`src/rtl/rv32_mem_pkg.sv`:
```
// Shared data-memory types: store buffer entry, drain FSM states,
// and the full-word byte mask.
package rv32_mem_pkg;

  typedef struct packed {
    logic [29:0] waddr;
    logic [31:0] wdata;
    logic [3:0]  wmask;
  } sb_entry_t;

  typedef enum logic {
    SB_IDLE,
    SB_WRITE
  } sb_state_t;

  localparam logic [3:0] MASK_WORD = 4'b1111;

endpackage

```
`src/rtl/store_buffer_if.sv`:
```
// Store buffer bus: MEM-stage store/load side and data memory write port.
// ld_fwd_data exists only when STORE_BUF_FWD_EN is defined.
interface store_buffer_if #(
  parameter int AW = 32
);

  logic          st_valid;
  logic          st_ready;
  logic [AW-1:0] st_addr;
  logic [31:0]   st_wdata;
  logic [3:0]    st_wmask;
  logic          ld_valid;
  logic [AW-1:0] ld_addr;
  logic          ld_conflict;
`ifdef STORE_BUF_FWD_EN
  logic [31:0]   ld_fwd_data;
`endif
  logic          mem_write;
  logic [AW-1:0] mem_address;
  logic [31:0]   mem_wdata;
  logic [3:0]    mem_byte_enable;
  logic          mem_resp;
  logic          empty;

  modport master (
    output st_valid, st_addr, st_wdata, st_wmask,
    output ld_valid, ld_addr, mem_resp,
    input  st_ready, ld_conflict, mem_write,
    input  mem_address, mem_wdata, mem_byte_enable,
    input  empty
`ifdef STORE_BUF_FWD_EN
    , input ld_fwd_data
`endif
  );

  modport slave (
    input  st_valid, st_addr, st_wdata, st_wmask,
    input  ld_valid, ld_addr, mem_resp,
    output st_ready, ld_conflict, mem_write,
    output mem_address, mem_wdata, mem_byte_enable,
    output empty
`ifdef STORE_BUF_FWD_EN
    , output ld_fwd_data
`endif
  );

endinterface

```
`src/rtl/store_buffer_match.sv`:
```
// Word-address compare of a load against all valid store buffer entries,
// with youngest-match selection scanning back from tail-1.
module store_buffer_match
  import rv32_mem_pkg::*;
#(
  parameter int DEPTH = 4,
  parameter int PW    = $clog2(DEPTH)
) (
  input  sb_entry_t [DEPTH-1:0] i_entries,
  input  logic [DEPTH-1:0]      i_valid,
  input  logic [PW-1:0]         i_tail,
  input  logic [29:0]           i_waddr,
  output logic [DEPTH-1:0]      o_match,
  output logic [PW-1:0]         o_idx
);

  always_comb begin
    for (int i = 0; i < DEPTH; i++) begin
      o_match[i] = i_valid[i] &&
                   (i_entries[i].waddr == i_waddr);
    end
  end

  // oldest first, so the last hit written is the youngest
  always_comb begin
    o_idx = '0;
    for (int k = DEPTH; k >= 1; k--) begin
      if (o_match[i_tail - PW'(k)]) begin
        o_idx = i_tail - PW'(k);
      end
    end
  end

endmodule

```
`src/rtl/store_buffer.sv`:
```
// Posted-write store buffer draining to data memory.
// STORE_BUF_FWD_EN adds full-word store-to-load forwarding.
module store_buffer
  import rv32_mem_pkg::*;
#(
  parameter int DEPTH = 4,
  parameter int AW    = 32
) (
  input  logic         clk,
  input  logic         rst_n,
  store_buffer_if.slave sb
);

  localparam int PW = $clog2(DEPTH);
  localparam int CW = PW + 1;

  sb_entry_t [DEPTH-1:0] r_mem;
  logic [DEPTH-1:0]      r_vld;
  logic [PW-1:0]         r_head;
  logic [PW-1:0]         r_tail;
  logic [CW-1:0]         r_count;
  sb_state_t             r_state;

  sb_state_t             w_state_nxt;
  logic [CW-1:0]         w_cnt_nxt;
  logic [DEPTH-1:0]      w_vld_nxt;
  logic                  w_push;
  logic                  w_pop;
  sb_entry_t             w_new;
  sb_entry_t             w_head;
  logic [DEPTH-1:0]      w_match;
  logic [PW-1:0]         w_idx;
  logic                  w_hit;
  logic [29:0]           w_ld_waddr;
  logic                  w_unused;

  assign w_unused = ^{sb.st_addr[1:0], sb.ld_addr[1:0]};

  assign sb.st_ready = (r_count != CW'(DEPTH));

  // zero-mask stores are acknowledged but never queued
  assign w_push = sb.st_valid && sb.st_ready &&
                  (sb.st_wmask != 4'b0000);
  assign w_pop  = (r_state == SB_WRITE) && sb.mem_resp;

  assign w_new.waddr = 30'(sb.st_addr[AW-1:2]);
  assign w_new.wdata = sb.st_wdata;
  assign w_new.wmask = sb.st_wmask;

  always_comb begin
    w_cnt_nxt = r_count;
    unique case ({w_push, w_pop})
      2'b10:   w_cnt_nxt = r_count + CW'(1);
      2'b01:   w_cnt_nxt = r_count - CW'(1);
      default: w_cnt_nxt = r_count;
    endcase
  end

  always_comb begin
    w_vld_nxt = r_vld;
    if (w_pop)  w_vld_nxt[r_head] = 1'b0;
    if (w_push) w_vld_nxt[r_tail] = 1'b1;
  end

  always_comb begin
    w_state_nxt = r_state;
    unique case (r_state)
      SB_IDLE:
        if (r_count != '0) w_state_nxt = SB_WRITE;
      SB_WRITE:
        if (sb.mem_resp && (w_cnt_nxt == '0))
          w_state_nxt = SB_IDLE;
    endcase
  end

  always_ff @(posedge clk) begin
    if (!rst_n) begin
      r_state <= SB_IDLE;
      r_count <= '0;
      r_head  <= '0;
      r_tail  <= '0;
      r_vld   <= '0;
    end else begin
      r_state <= w_state_nxt;
      r_count <= w_cnt_nxt;
      r_vld   <= w_vld_nxt;
      if (w_push) r_tail <= r_tail + PW'(1);
      if (w_pop)  r_head <= r_head + PW'(1);
    end
  end

  always_ff @(posedge clk) begin
    if (w_push) r_mem[r_tail] <= w_new;
  end

  assign w_head             = r_mem[r_head];
  assign sb.mem_write       = (r_state == SB_WRITE);
  assign sb.mem_address     = AW'({w_head.waddr, 2'b00});
  assign sb.mem_wdata       = w_head.wdata;
  assign sb.mem_byte_enable = w_head.wmask;
  assign sb.empty = (r_count == '0) && (r_state == SB_IDLE);

  assign w_ld_waddr = 30'(sb.ld_addr[AW-1:2]);

  store_buffer_match #(
    .DEPTH (DEPTH),
    .PW    (PW)
  ) u_match (
    .i_entries (r_mem),
    .i_valid   (r_vld),
    .i_tail    (r_tail),
    .i_waddr   (w_ld_waddr),
    .o_match   (w_match),
    .o_idx     (w_idx)
  );

  assign w_hit = |w_match;

`ifdef STORE_BUF_FWD_EN
  logic w_fwd;
  assign w_fwd = w_hit && (r_mem[w_idx].wmask == MASK_WORD);
  assign sb.ld_conflict = sb.ld_valid && w_hit && !w_fwd;
  assign sb.ld_fwd_data = w_fwd ? r_mem[w_idx].wdata : '0;
`else
  logic w_idx_unused;
  assign w_idx_unused = ^w_idx;
  assign sb.ld_conflict = sb.ld_valid && w_hit;
`endif

endmodule
```
`src/flat_wrapper.sv`:
```
// flat-port wrapper written by rule: the top's interface ports become plain ports
module store_buffer_flat import rv32_mem_pkg::*;
#(
  parameter int DEPTH = 4,
  parameter int AW    = 32
)
  (clk, rst_n, sb_st_valid, sb_st_addr, sb_st_wdata, sb_st_wmask, sb_ld_valid, sb_ld_addr, sb_mem_resp, sb_st_ready, sb_ld_conflict, sb_mem_write, sb_mem_address, sb_mem_wdata, sb_mem_byte_enable, sb_empty);
  store_buffer_if #(.AW(AW)) sb_i ();
  input  logic clk;
  input  logic rst_n;
  input wire logic [$bits(sb_i.st_valid)-1:0] sb_st_valid;
  input wire logic [$bits(sb_i.st_addr)-1:0] sb_st_addr;
  input wire logic [$bits(sb_i.st_wdata)-1:0] sb_st_wdata;
  input wire logic [$bits(sb_i.st_wmask)-1:0] sb_st_wmask;
  input wire logic [$bits(sb_i.ld_valid)-1:0] sb_ld_valid;
  input wire logic [$bits(sb_i.ld_addr)-1:0] sb_ld_addr;
  input wire logic [$bits(sb_i.mem_resp)-1:0] sb_mem_resp;
  output wire logic [$bits(sb_i.st_ready)-1:0] sb_st_ready;
  output wire logic [$bits(sb_i.ld_conflict)-1:0] sb_ld_conflict;
  output wire logic [$bits(sb_i.mem_write)-1:0] sb_mem_write;
  output wire logic [$bits(sb_i.mem_address)-1:0] sb_mem_address;
  output wire logic [$bits(sb_i.mem_wdata)-1:0] sb_mem_wdata;
  output wire logic [$bits(sb_i.mem_byte_enable)-1:0] sb_mem_byte_enable;
  output wire logic [$bits(sb_i.empty)-1:0] sb_empty;
  assign sb_i.st_valid = sb_st_valid;
  assign sb_i.st_addr = sb_st_addr;
  assign sb_i.st_wdata = sb_st_wdata;
  assign sb_i.st_wmask = sb_st_wmask;
  assign sb_i.ld_valid = sb_ld_valid;
  assign sb_i.ld_addr = sb_ld_addr;
  assign sb_i.mem_resp = sb_mem_resp;
  assign sb_st_ready = sb_i.st_ready;
  assign sb_ld_conflict = sb_i.ld_conflict;
  assign sb_mem_write = sb_i.mem_write;
  assign sb_mem_address = sb_i.mem_address;
  assign sb_mem_wdata = sb_i.mem_wdata;
  assign sb_mem_byte_enable = sb_i.mem_byte_enable;
  assign sb_empty = sb_i.empty;
  store_buffer #(.DEPTH(DEPTH), .AW(AW)) u_core (.clk(clk), .rst_n(rst_n), .sb(sb_i));
endmodule
```
`config.mk`:
```
export PLATFORM = sky130hd
export DESIGN_NAME = store_buffer_flat
export DESIGN_NICKNAME = d
export VERILOG_FILES = /design/src/rtl/rv32_mem_pkg.sv /design/src/rtl/store_buffer_if.sv /design/src/rtl/store_buffer_match.sv /design/src/rtl/store_buffer.sv /design/src/flat_wrapper.sv
export SDC_FILE = /design/constraint.sdc
export NUM_CORES = 1
export LEC_CHECK = 0
export ABC_AREA = 1
export CORE_MARGIN = 1.5
export CORE_UTILIZATION = 37
export CTS_CLUSTER_SIZE = 40
export DETAILED_ROUTE_END_ITERATION = 6
export PLACE_DENSITY = 0.6
export SYNTH_ARGS = -nofsm -noshare
export SYNTH_HDL_FRONTEND = slang
export SYNTH_SLANG_ARGS = --single-unit
```
`constraint.sdc`:
```
create_clock -name clk -period 6 [get_ports clk]
set_input_delay 0.6 -clock clk [delete_from_list [all_inputs] [get_ports clk]]
set_output_delay 0.6 -clock clk [all_outputs]
set_load 0.02 [all_outputs]
```
Word-level counts from Yosys, hierarchy flattened
Index checks and enable logic that the tools add are counted.

Flip-flop bits (word level): 276. Latch bits: 0. RAM bits: 0. Bits in read-only memories: 0. Input bits: 105. Memories: 0.

$add $sub $neg: 4. $mul: 0. Divide/modulo/power cells: 0. Order comparisons: 4. Eq/ne operators: 7. Shifts and indexed selects: 0. Multiplexer cells: 15. Bitwise operators: 4. Reductions and logical operators: 17.

Operators by type and width (count): $bwmux 264 (1); $bmux 66 s2 (1); $demux 66 s2 (1); $mux 66 (2); $eq 30x30->1 (4); $logic_and 1x1->1 (12); $mux 4 (2); $logic_not 3->1 (2); $lt 2x3->1 const B (2); $pmux 3 s2 (1); $add 2x1->2 const B (2); $and 4x4->4 (1); $demux 1 s2 (2); $ge 2x1->1 const B (2); $mux 1 (4); $not 4->4 (1); $or 4x4->4 (1); $reduce_bool 4->1 (1); $reduce_or 4->1 (1); $add 3x1->3 const B (1); $ne 3x3->1 const B (1); $reduce_bool 3->1 (1); $sub 3x1->3 const B (1); $eq 2x1->1 const B (1); 3 further kinds (3).

Logic depth before layout (Yosys ltp)
Gate-level depths: netlist of the first run.

Word-level depth: 9. Mapped depth: 13. Gate-level depth less buffers: 12.

Cells and area by module
Synthesis of the first run repeated with hierarchy kept, for this count alone.

Cell total of the unflattened synthesis: 1295. Area, all modules: 13621.8 µm².

Modules (own cells, without submodules): store_buffer (times used 1, cells each 733, area an instance 11184.5 µm², sequential area each 8167.8 µm²); store_buffer_match (times used 1, cells each 562, area an instance 2437.3 µm², sequential area each 0.0 µm²).

Least setup slack after synthesis of the first run
No wires, ideal clock.

Path kind: reg-to-reg. Start point: reg u_core.r_count[0]. End point: reg u_core.r_mem[0] (netlist bit), enable pin. Library setup time: 420 ps. Data arrival time: 2311 ps. Path slack: 3269 ps. Stages on the path, launching flop included: 7. Buffers on the path: 0. Clock period less this slack: 2731 ps. Cell sequence: dfxtp_1 nor2_1 nand2_1 nand3_1 inv_1 nand2_1 inv_1.

Longest elaborated chain between the ends: 3.

RTL lines: start, declared (RTL line store_buffer.sv:21) `logic [CW-1:0] r_count;`; start signal, assigned (RTL line store_buffer.sv:85) `r_count <= w_cnt_nxt;`; $ne 3x3->1 (RTL line store_buffer.sv:39) `assign sb.st_ready = (r_count != CW'(DEPTH));`; via sb_st_ready (RTL line flat_wrapper.sv:18) `output wire logic [$bits(sb_i.st_ready)-1:0] sb_st_ready;`; $logic_and 1x1->1 (2 in series) (RTL line store_buffer.sv:42) `assign w_push = sb.st_valid && sb.st_ready &&`; end signal, assigned by index (RTL line store_buffer.sv:93) `if (w_push) r_mem[r_tail] <= w_new;`; end, declared (RTL line store_buffer.sv:17) `sb_entry_t [DEPTH-1:0] r_mem;`.

The timed path passes the listed nets, and every way through them passes these cells. A chain may end at the register's enable or synchronous reset.

Worst setup path after layout of the first run
Start point: reg u_core.r_head[0]. End point: out sb_mem_wdata[15].

Longest elaborated chain between the ends: 2.

RTL lines: start, declared (RTL line store_buffer.sv:19) `logic [PW-1:0] r_head;`; start signal, assigned (RTL line store_buffer.sv:88) `if (w_pop) r_head <= r_head + PW'(1);`; $bmux 66 s2 (RTL line store_buffer.sv:96) `assign w_head = r_mem[r_head];`; $mux 66 (implied by the code) (RTL line store_buffer.sv:96); end, declared (RTL line flat_wrapper.sv:22) `output wire logic [$bits(sb_i.mem_wdata)-1:0] sb_mem_wdata;`.

No other way between the ends. The select of a mux whose other input is x is not followed.

==> flow_metrics.py, run 1 <==
metrics = {
    "place": {
        "placed_cells": 1807,
        "placed_cell_area_sq_um": 14600,
        "place.gp.congestion": 0.911,
        "io_buffers": 170,
        "detailed_place_hpwl_mm": 22.2,
    },
    "outcome": {
        "result_of_the_run": "finished clean",
    },
    "drt": {
        "postRouteAntennaNets": 0,
        "drt_pass1_iterations": 7,
        "via_count_of_the_routed_design": 9048,
        "drt_iter0_drc": 733,
        "wl_met1_mm": 14.4,
        "wl_met2_mm": 15.9,
        "routed_wire_length_per_instance_microns": 18.2,
        "drc": 0,
        "wirelength_mm": 33.8,
        "met3_length_mm": 2.76,
        "detail_route.vias_per_cell": 4.86,
        "maxUsedRoutingLayer": "met5",
    },
    "worst_setup_path": {
        "setup.worst_path.class": "reg -> out",
        "timing.critical_path.from": "u_core.r_head[0]",
        "setup.worst_path.end_class": "primary output",
        "critPathRequiredTime_ns": 5.40,
        "largest_fanout_on_the_critical_path": 95,
        "r2r-start": "u_core.r_count[0]",
        "critPathArrivalTime_ns": 3.60,
        "crit_path_start_kind": "flip-flop",
    },
    "sta": {
        "timing.final.crit_share": 0.700,
        "fin_worst_hold_slack_ns": 0.471,
        "clock_skew_ns": 0.0136,
        "min_period_ns": 4.20,
        "final-max-slew-violation-count": 0,
        "slew_headroom": 0.353,
        "worstMarginPinSlew_ns": 0.971,
        "hold_viol_final": 0,
        "finalSetupViolations": 0,
        "maxClockFrequency_mhz": 238,
        "grt_setup_unrepaired": "false",
        "setup_tns_after_final_layout_ns": 0,
    },
    "finish": {
        "layout-area-overhead-vs-synth_pct": 24.3,
        "fillCellCount": 3118,
        "leading_cell_type_in_the_layout_fill_and_taps_excluded": "sky130_fd_sc_hd__nand2_1",
        "mostFrequentLayoutCells": "sky130_fd_sc_hd__nand2_1 (279), sky130_fd_sc_hd__edfxtp_1 (264), sky130_fd_sc_hd__clkdlybuf4s50_1 (170)",
        "area_of_the_multi_input_gates_sq_um": 3530,
        "layout.cell_area.non_filler_sq_um": 15600,
        "drive_above_1_share": 0.0404,
        "final_stage_net_count": 1505,
        "final_cells": 1862,
        "final-seq-area_sq_um": 8170,
    },
    "hold_path": {
        "worst_hold_startpoint": "u_core.r_vld[2]",
        "worstHoldPathType": "reg -> reg",
    },
    "global_route": {
        "grt_use_total": 0.192,
        "first_pass_grt_wire_length_mm": 51.8,
        "number_of_global_route_vias_before_repair": 8907,
        "largest_net_degree_at_the_start_of_global_routing": 96,
        "antenna_found_initial": 4,
        "grt_overflow": 0,
    },
    "cts": {
        "cts_hold_buffers": 0,
        "max-clock-path-buffers": 3,
        "clock-sinks": 276,
        "cts_tree": "built",
        "postCtsSetupRepairBufs": 0,
        "clock_latency_ns": 0.56,
        "clock-root-buffer": "sky130_fd_sc_hd__clkbuf_16",
        "cts_buffers": 29,
        "htreeDepth": 1,
        "clkSlewWorstSetupHoldPaths_ns": 0.06,
        "cts_resized": 0,
    },
    "floorplan": {
        "floorplan.rows": 67,
        "die_y_microns": 187,
        "initial_core_util": 0.375,
        "ios": 177,
        "fp.dieW_microns": 187,
        "dieArea_sq_um": 35000,
        "coreArea_sq_um": 33400,
    },
    "job": {
        "max_cap_viol_count": 0,
    },
    "synthesis": {
        "synth.ff_latch_count": 276,
        "synth.yosys.seq_area_share": 0.652,
        "ys.warnings.count": 0,
        "post_synthesis_cell_area_sq_um": 12500,
        "syn_inst": 1228,
        "synth_cell_types": 28,
        "post_synth.cell_area_avg_sq_um": 10.2,
    },
    "power_and_ir_drop": {
        "p_per_area_nw_per_um2": 369,
        "power.ir.vdd_worst_mv": 0.231,
        "cellLeakagePower_nw": 6.01,
    },
}
==> critical path, stage by stage, from the launching register on <==
cell                              delay (ns)
sky130_fd_sc_hd__dfxtp_4                0.51
sky130_fd_sc_hd__inv_4                  0.76
sky130_fd_sc_hd__buf_4                  0.65
sky130_fd_sc_hd__o21ai_0                0.18
sky130_fd_sc_hd__o22ai_1                0.21
sky130_fd_sc_hd__clkdlybuf4s50_1        0.66
==> metrics by stage <==
step | setup slack (ns) | utilization | total power [mW]
6_report | 1.80 | 0.466 | 5.75
2_1_floorplan | 3.27 | - | 3.28
4_1_cts | 1.77 | 0.466 | 5.80
3_3_place_gp | 2.40 | 0.438 | 4.00
3_5_place_dp | 2.37 | 0.438 | 4.01
5_1_grt | 1.49 | 0.466 | 6.02
==> cell usage after synthesis <==
cell type,count,share of area
sky130_fd_sc_hd__nor2_1,148,0.044
sky130_fd_sc_hd__inv_1,156,0.047
sky130_fd_sc_hd__edfxtp_1,264,0.63
sky130_fd_sc_hd__xor2_1,5,0.0035
sky130_fd_sc_hd__xnor2_1,37,0.026
sky130_fd_sc_hd__clkbuf_1,30,0.0090
sky130_fd_sc_hd__buf_4,7,0.0042
sky130_fd_sc_hd__conb_1,1,0.00030
sky130_fd_sc_hd__o22ai_1,46,0.023
sky130_fd_sc_hd__a21oi_1,56,0.022
sky130_fd_sc_hd__or2_2,2,0.0010
sky130_fd_sc_hd__nor4_1,2,0.0010
sky130_fd_sc_hd__ha_1,9,0.0090
sky130_fd_sc_hd__clkbuf_2,5,0.0020
sky130_fd_sc_hd__nand4_1,16,0.0080
sky130_fd_sc_hd__nor3_1,1,0.00040
sky130_fd_sc_hd__inv_2,1,0.00030
sky130_fd_sc_hd__o211ai_1,1,0.00060
sky130_fd_sc_hd__buf_6,3,0.0027
sky130_fd_sc_hd__nand3_1,5,0.0020
sky130_fd_sc_hd__buf_2,5,0.0020
sky130_fd_sc_hd__o21ai_1,17,0.0068
sky130_fd_sc_hd__nand2_1,279,0.084
sky130_fd_sc_hd__dfxtp_1,12,0.019
sky130_fd_sc_hd__a21boi_0,3,0.0018
sky130_fd_sc_hd__o21a_1,1,0.00060
sky130_fd_sc_hd__fa_1,1,0.0016
sky130_fd_sc_hd__o21ai_0,115,0.046
==> state kept, by name, indices dropped and copies added, names as in the netlist <==
register,count
u_core.r_vld,4
u_core.sb.mem_write,1
u_core.r_mem,264
u_core.r_head,2
u_core.r_count,3
u_core.r_tail,2
==> area by class of cell <==
class,instances,area share
well taps,448,0.0360
clock inverters,17,0.0114
flip-flops and latches,276,0.525
repair buffers,180,0.115
inverters,157,0.0380
clock buffers,36,0.0483
diodes,2,0.000321
multi-input cells,746,0.227
==> final timing paths <==
kind                            slack (ns)                to  cells past startpoint
worst max register to register        3.31  u_core.r_mem[68]                      7
worst min register to register        0.47   u_core.r_vld[2]                      2
worst max-delay path                  1.80  sb_mem_wdata[15]                      5
worst min-delay path                  0.47   u_core.r_vld[2]                      2
==> per-layer routing <==
layer  track usage  vias up
li1              -     4443
met1         0.247     4255
met2         0.318      288
met3        0.0557       58
met4        0.0524        4
met5             0        -
==> report_power, final <==
group	internal [mW]	switching [mW]	total, mW
Combinational	0.625	0.973	1.60
Clock	1.05	0.730	1.78
Sequential	2.28	0.0869	2.37
Total	3.96	1.79	5.75
==> kinds of logic after synthesis <==
logic type	share of synthesized area
adder cells (fa/ha/maj)	0.0106
flip-flops	0.652
XOR/XNOR	0.0293
AO/OA/AOI/OAI	0.101
buffers and inverters	0.0669
other	0.000299
AND/OR/NAND/NOR	0.140
Power figures use the tool's default switching activity.
==> run 2, diff against run 1 <==
Settings changed: PLACE_DENSITY 0.6 to 0.62.
Clock period 6 ns to 3.85 ns, I/O delays scaled along.
==> run 2 against run 1 <==
Net effect:
- critical path depth down 1
- power grew 56%
- clock power increased by 54%
- global-route usage is 0.19 points lower
- clock-buffer cell count down 1
- largest cell class unchanged
- largest power group unchanged
- highest routed layer unchanged
==> flow_metrics.py, run 2 (synthesis gave the netlist of run 1 again) <==
metrics = {
    "worst_setup_path": {
        "r2r-start": "u_core.r_count[0]",
        "worst_r2r_path_depth": 10,
        "largest_fanout_on_the_critical_path": 51,
        "timing.critical_path.from": "u_core.r_head[0]",
        "crit_path_start_kind": "flip-flop",
        "cp_cell_sequence": "buf_4, o21ai_0, o22ai_1, clkdlybuf4s50_1",
        "setup.worst_path.class": "reg -> out",
        "worst_r2r_endpoint": "u_core.sb.mem_write",
        "critPathMaxStageDelay_ns": 0.69,
        "endpoint": "sb_mem_address[14]",
        "crit_slowest_cell": "sky130_fd_sc_hd__clkdlybuf4s50_1",
        "critPathRequiredTime_ns": 3.46,
        "worst-r2r-setup-slack_ns": 1.64,
        "setup.worst_path.end_class": "primary output",
        "critPathArrivalTime_ns": 2.87,
    },
    "job": {
        "max_cap_viol_count": 0,
    },
    "global_route": {
        "first_pass_grt_wire_length_mm": 51.3,
        "grt_overflow": 0,
        "number_of_global_route_vias_before_repair": 9006,
        "largest_net_degree_at_the_start_of_global_routing": 103,
        "grt_use_total": 0.190,
        "antenna_found_initial": 4,
    },
    "cts": {
        "postCtsSetupRepairBufs": 0,
        "max-clock-path-buffers": 3,
        "clock_latency_ns": 0.57,
        "cts_tree": "built",
        "htreeDepth": 1,
        "cts_hold_buffers": 0,
        "clock-sinks": 276,
        "cts_resized": 0,
        "cts_buffers": 31,
        "clock-root-buffer": "sky130_fd_sc_hd__clkbuf_16",
        "clkSlewWorstSetupHoldPaths_ns": 0.06,
    },
    "sta": {
        "final-max-slew-violation-count": 0,
        "slew_headroom": 0.527,
        "setup_tns_after_final_layout_ns": 0,
        "min_period_ns": 3.26,
        "finalSetupViolations": 0,
        "timing.final.crit_share": 0.846,
        "maxClockFrequency_mhz": 307,
        "worstMarginPinSlew_ns": 0.708,
        "clock_skew_ns": 0.00812,
        "grt_setup_unrepaired": "false",
        "hold_viol_final": 0,
    },
    "drt": {
        "drc": 0,
        "via_count_of_the_routed_design": 9116,
        "detail_route.vias_per_cell": 4.88,
        "drt_pass1_iterations": 5,
        "wirelength_mm": 33.7,
        "drt_iter0_drc": 726,
        "routed_wire_length_per_instance_microns": 18.1,
        "postRouteAntennaNets": 0,
    },
    "finish": {
        "leading_cell_type_in_the_layout_fill_and_taps_excluded": "sky130_fd_sc_hd__nand2_1",
        "largest_register_ffs": 264,
        "drive_above_1_share": 0.0465,
        "mostFrequentLayoutCells": "sky130_fd_sc_hd__nand2_1 (279), sky130_fd_sc_hd__edfxtp_1 (264), sky130_fd_sc_hd__clkdlybuf4s50_1 (170)",
        "layout-area-overhead-vs-synth_pct": 24.9,
        "layout.cell_area.non_filler_sq_um": 15700,
        "biggestRegsByFlops": "u_core.r_mem x264, u_core.r_vld x4, u_core.r_count x3",
        "final_stage_net_count": 1513,
        "final_cells": 1868,
        "top_reg_by_flops": "u_core.r_mem",
    },
    "power_and_ir_drop": {
        "share_clk_of_total_power": 0.306,
        "seqPwrFrac": 0.410,
        "intPower_mw": 6.14,
        "power_switching_share": 0.314,
        "switchingPower_mw": 2.81,
        "cellLeakagePower_nw": 6.06,
        "power.ir.vdd_worst_mv": 0.454,
        "relative_contribution_of_combinational_cells_to_total_power": 0.284,
        "p_per_area_nw_per_um2": 572,
    },
    "floorplan": {
        "dieArea_sq_um": 35000,
        "coreArea_sq_um": 33400,
        "initial_core_util": 0.375,
        "fp.dieW_microns": 187,
        "ios": 177,
        "die_y_microns": 187,
        "floorplan.rows": 67,
    },
    "outcome": {
        "result_of_the_run": "finished clean",
    },
    "place": {
        "detailed_place_hpwl_mm": 22.6,
        "placed_cell_area_sq_um": 14700,
        "io_buffers": 170,
        "place.gp.congestion": 0.905,
        "placed_cells": 1813,
    },
    "hold_path": {
        "worstHoldPathType": "in -> reg",
    },
}
[run 2: changes by cell type in the layout (fill, tap and decap cells not counted)]
cell,previous run,this run
sky130_fd_sc_hd__inv_6,1,0
sky130_fd_sc_hd__inv_16,0,1
sky130_fd_sc_hd__clkinv_2,3,6
sky130_fd_sc_hd__clkbuf_16,29,31
sky130_fd_sc_hd__clkbuf_1,7,4
sky130_fd_sc_hd__buf_12,1,3
sky130_fd_sc_hd__bufinv_16,4,2
sky130_fd_sc_hd__buf_4,9,13
[run 2: how the worst min path moves through the flow]
stage / start / to / slack, ns / cells after the start
after detailed placement: u_core.r_vld[0] / u_core.r_vld[0] / 0.49 / 2
after CTS: sb_st_wdata[9] / u_core.r_mem[13] / 0.41 / 1
after global routing: sb_st_wdata[16] / u_core.r_mem[20] / 0.44 / 1
after floorplan: u_core.r_vld[0] / u_core.r_vld[0] / 0.44 / 2
after global placement: u_core.r_vld[2] / u_core.r_vld[2] / 0.46 / 2
final: sb_st_wdata[7] / u_core.r_mem[11] / 0.45 / 1
[run 2: power by group through the flow]
stage | Clock [mW] | Combinational [mW] | Sequential [mW]
3_5_place_dp | 0 | 2.56 | 3.73
5_1_grt | 2.91 | 2.76 | 3.69
4_1_cts | 2.80 | 2.58 | 3.67
2_1_floorplan | 0 | 1.41 | 3.71
3_3_place_gp | 0 | 2.55 | 3.72
6_report | 2.74 | 2.54 | 3.67
[run 2: layout make-up]
type                            count  area (sq um)
Fill cell                        3063         17800
Sequential cell                   276          8170
Multi-Input combinational cell    746          3530
Timing Repair Buffer              186          1860
Clock buffer                       35           791
Inverter                          157           592
Tap cell                          448           561
Clock inverter                     18           144
Antenna cell                        2          5.00
[run 2: through the flow]
| step | util | hold slack (ns) | setup WS [ns] | total power, mW |
|---|---|---|---|---|
| floorplan | - | 0.439 | 1.12 | 5.11 |
| global placement | 0.440 | 0.461 | 0.883 | 6.27 |
| detailed placement | 0.440 | 0.491 | 0.887 | 6.29 |
| CTS | 0.468 | 0.410 | 0.519 | 9.04 |
| global route | 0.468 | 0.437 | 0.498 | 9.36 |
| finish | 0.468 | 0.446 | 0.593 | 8.95 |
[run 2: routing by layer]
layer / track usage / wire length [microns] / part of all wire / vias to the layer above
li1: - / - / - / 4464
met1: 0.244 / 14200 / 0.42 / 4277
met2: 0.312 / 15600 / 0.46 / 311
met3: 0.0574 / 2910 / 0.086 / 62
met4: 0.0549 / 934 / 0.028 / 2
met5: 0 / 13 / 0.00039 / -
[run 2: critical path: cells and delay by family (launching register included)]
| family | cells | cell delay, ns |
|---|---|---|
| compound gates | 2 | 0.55 |
| buf+inv | 2 | 1.26 |
| flops | 1 | 0.49 |
==> run 3, diff against run 2 <==
Clock period 3.85 ns to 2.85 ns, I/O delays scaled along.
==> run 3 against run 2 <==
Net effect:
- wire length increased by 2.1%
- clock skew increased by 0.013 ns
- die area unchanged
- sequential power increased by 35%
- power increased by 38%
- first-iteration DRC count decreased by 9.8%
- core utilization increased by 0.86 points
- cell count increased by 0.70%
- critical path depth increased by 1
- largest cell class unchanged
- highest routed layer unchanged
==> flow_metrics.py, run 3 (synthesis gave the netlist of run 1 again) <==
metrics = {
    "outcome": {
        "result_of_the_run": "finished clean",
    },
    "worst_setup_path": {
        "cp_cell_sequence": "inv_8, buf_12, o21ai_0, o22ai_1, clkdlybuf4s50_1",
        "timing.critical_path.from": "u_core.r_head[0]",
        "critPathMaxStageDelay_ns": 0.67,
        "worst_r2r_path_depth": 10,
        "critPathRequiredTime_ns": 2.57,
        "crit_slowest_cell": "sky130_fd_sc_hd__clkdlybuf4s50_1",
        "critPathArrivalTime_ns": 2.50,
        "largest_fanout_on_the_critical_path": 57,
        "worst_r2r_endpoint": "u_core.sb.mem_write",
        "setup.worst_path.end_class": "primary output",
        "worst-r2r-setup-slack_ns": 0.81,
        "r2r-start": "u_core.r_count[0]",
        "setup.worst_path.class": "reg -> out",
        "crit_path_start_kind": "flip-flop",
        "critPathBufInv": 3,
        "timing.critical_path.max_delay_family": "buffers and inverters",
    },
    "global_route": {
        "antenna_found_initial": 3,
        "grt_use_total": 0.195,
        "largest_net_degree_at_the_start_of_global_routing": 58,
        "grt_overflow": 0,
        "number_of_global_route_vias_before_repair": 9131,
        "first_pass_grt_wire_length_mm": 52.1,
    },
    "drt": {
        "drt_iter0_drc": 655,
        "via_count_of_the_routed_design": 9123,
        "drt_pass1_iterations": 5,
        "routed_wire_length_per_instance_microns": 18.3,
        "postRouteAntennaNets": 0,
        "wirelength_mm": 34.4,
        "detail_route.vias_per_cell": 4.85,
        "drc": 0,
    },
    "cts": {
        "clkSlewWorstSetupHoldPaths_ns": 0.06,
        "htreeDepth": 1,
        "cts_hold_buffers": 0,
        "postCtsSetupRepairBufs": 0,
        "cts_tree": "built",
        "clock-sinks": 276,
        "clock_latency_ns": 0.56,
        "cts_buffers": 30,
        "max-clock-path-buffers": 3,
        "clock-root-buffer": "sky130_fd_sc_hd__clkbuf_16",
    },
    "finish": {
        "mostFrequentLayoutCells": "sky130_fd_sc_hd__nand2_1 (279), sky130_fd_sc_hd__edfxtp_1 (264), sky130_fd_sc_hd__clkdlybuf4s50_1 (165)",
        "layout.cell_area.non_filler_sq_um": 15900,
        "final_stage_net_count": 1524,
        "biggestRegsByFlops": "u_core.r_mem x264, u_core.r_vld x4, u_core.r_count x3",
        "top_reg_by_flops": "u_core.r_mem",
        "largest_register_ffs": 264,
        "drive_above_1_share": 0.0580,
        "leading_cell_type_in_the_layout_fill_and_taps_excluded": "sky130_fd_sc_hd__nand2_1",
        "layout-area-overhead-vs-synth_pct": 27.2,
        "fillCellCount": 3055,
    },
    "sta": {
        "min_period_ns": 2.78,
        "setup_ws_ns": 0.0680,
        "maxClockFrequency_mhz": 359,
        "final-max-slew-violation-count": 0,
        "clock_skew_ns": 0.0214,
        "grt_setup_unrepaired": "true",
        "finalSetupViolations": 0,
        "timing.final.crit_share": 0.976,
        "hold_viol_final": 0,
    },
    "place": {
        "place.gp.congestion": 0.908,
        "io_buffers": 170,
        "detailed_place_hpwl_mm": 22.3,
        "placed_cell_area_sq_um": 14900,
        "placement_setup_slack_ns": 0.141,
    },
    "floorplan": {
        "die_y_microns": 187,
        "initial_core_util": 0.375,
        "dieArea_sq_um": 35000,
        "fp.dieW_microns": 187,
        "ios": 177,
        "floorplan.rows": 67,
        "coreArea_sq_um": 33400,
    },
    "power_and_ir_drop": {
        "cellLeakagePower_nw": 6.22,
        "p_per_area_nw_per_um2": 773,
        "power.ir.vdd_worst_mv": 0.589,
        "overall_power_after_layout_mw": 12.3,
    },
    "hold_path": {
        "whs_endpoint": "u_core.r_mem[228]",
        "worst_hold_startpoint": "sb_st_wdata[26]",
        "worstHoldPathType": "in -> reg",
        "worstHoldPathCells": 1,
    },
    "job": {
        "max_cap_viol_count": 0,
    },
}
-- run 3: cell count changes in the layout (fill, tap and decap cells not counted), sizes merged --
cell	previous run	this run
buf	16	27
clkbuf	35	42
clkinv	15	8
clkdlybuf4s50	170	165
dlymetal6s2s	0	5
clkinvlp	0	3
bufbuf	0	1
diode	2	1
inv	158	157
-- run 3: layout make-up --
class | count | area [sq um] | share of cell area
Antenna cell | 1 | 2.50 | 0.000157
Timing Repair Buffer | 198 | 2090 | 0.131
Inverter | 157 | 599 | 0.0376
Tap cell | 448 | 561 | 0.0352
Multi-Input combinational cell | 746 | 3540 | 0.222
Clock buffer | 42 | 836 | 0.0524
Sequential cell | 276 | 8170 | 0.513
Clock inverter | 13 | 138 | 0.00863
-- run 3: per-stage QoR --
stage | util | TNS (ns) | hold WS, ns | std cells
5_1_grt | 0.477 | -0.0411 | 0.339 | 1880
2_1_floorplan | - | 0 | 0.384 | 1229
4_1_cts | 0.476 | 0 | 0.323 | 1880
3_3_place_gp | 0.445 | 0 | 0.457 | 1824
3_5_place_dp | 0.445 | 0 | 0.477 | 1824
6_report | 0.477 | 0 | 0.346 | 1881
-- run 3: layer usage --
metal / track usage / vias to the layer above / share of wire
met5: 0 / - / 0.00041
met4: 0.0506 / 2 / 0.023
met3: 0.0465 / 54 / 0.077
met2: 0.335 / 300 / 0.48
met1: 0.246 / 4290 / 0.42
li1: - / 4477 / -
-- run 3: worst register-to-register path: stages, from the launching register on --
cell and delay [ns]:
sky130_fd_sc_hd__dfxtp_1 0.43, sky130_fd_sc_hd__nor2_1 0.07, sky130_fd_sc_hd__nand2_1 0.08, sky130_fd_sc_hd__nand3_1 0.12
sky130_fd_sc_hd__ha_1 0.26, sky130_fd_sc_hd__fa_1 0.39, sky130_fd_sc_hd__nand2_1 0.07, sky130_fd_sc_hd__nand3_1 0.10
sky130_fd_sc_hd__xor2_1 0.16, sky130_fd_sc_hd__nor4_1 0.17, sky130_fd_sc_hd__nor3_1 0.07
-- run 3: how the worst max path moves through the flow --
stage / endpoint / slack [ns] / cells past startpoint
floorplan: u_core.r_mem[0] / 0.12 / 6
CTS: sb_ld_conflict / 0.03 / 10
finish: sb_mem_address[26] / 0.07 / 5
global route: sb_mem_address[10] / -0.04 / 5
global placement: sb_ld_conflict / 0.12 / 12
detailed placement: sb_ld_conflict / 0.14 / 12
-- run 3: where the power goes --
group	switching (mW)	internal [mW]
registers	0.149	4.80
clock network	1.57	2.22
logic	2.14	1.44
total	3.86	8.46
-- run 3: timing repair --
item                       CTS  global route
cloned                       1             0
resized for setup            5             5
setup endpoints to repair   59             8
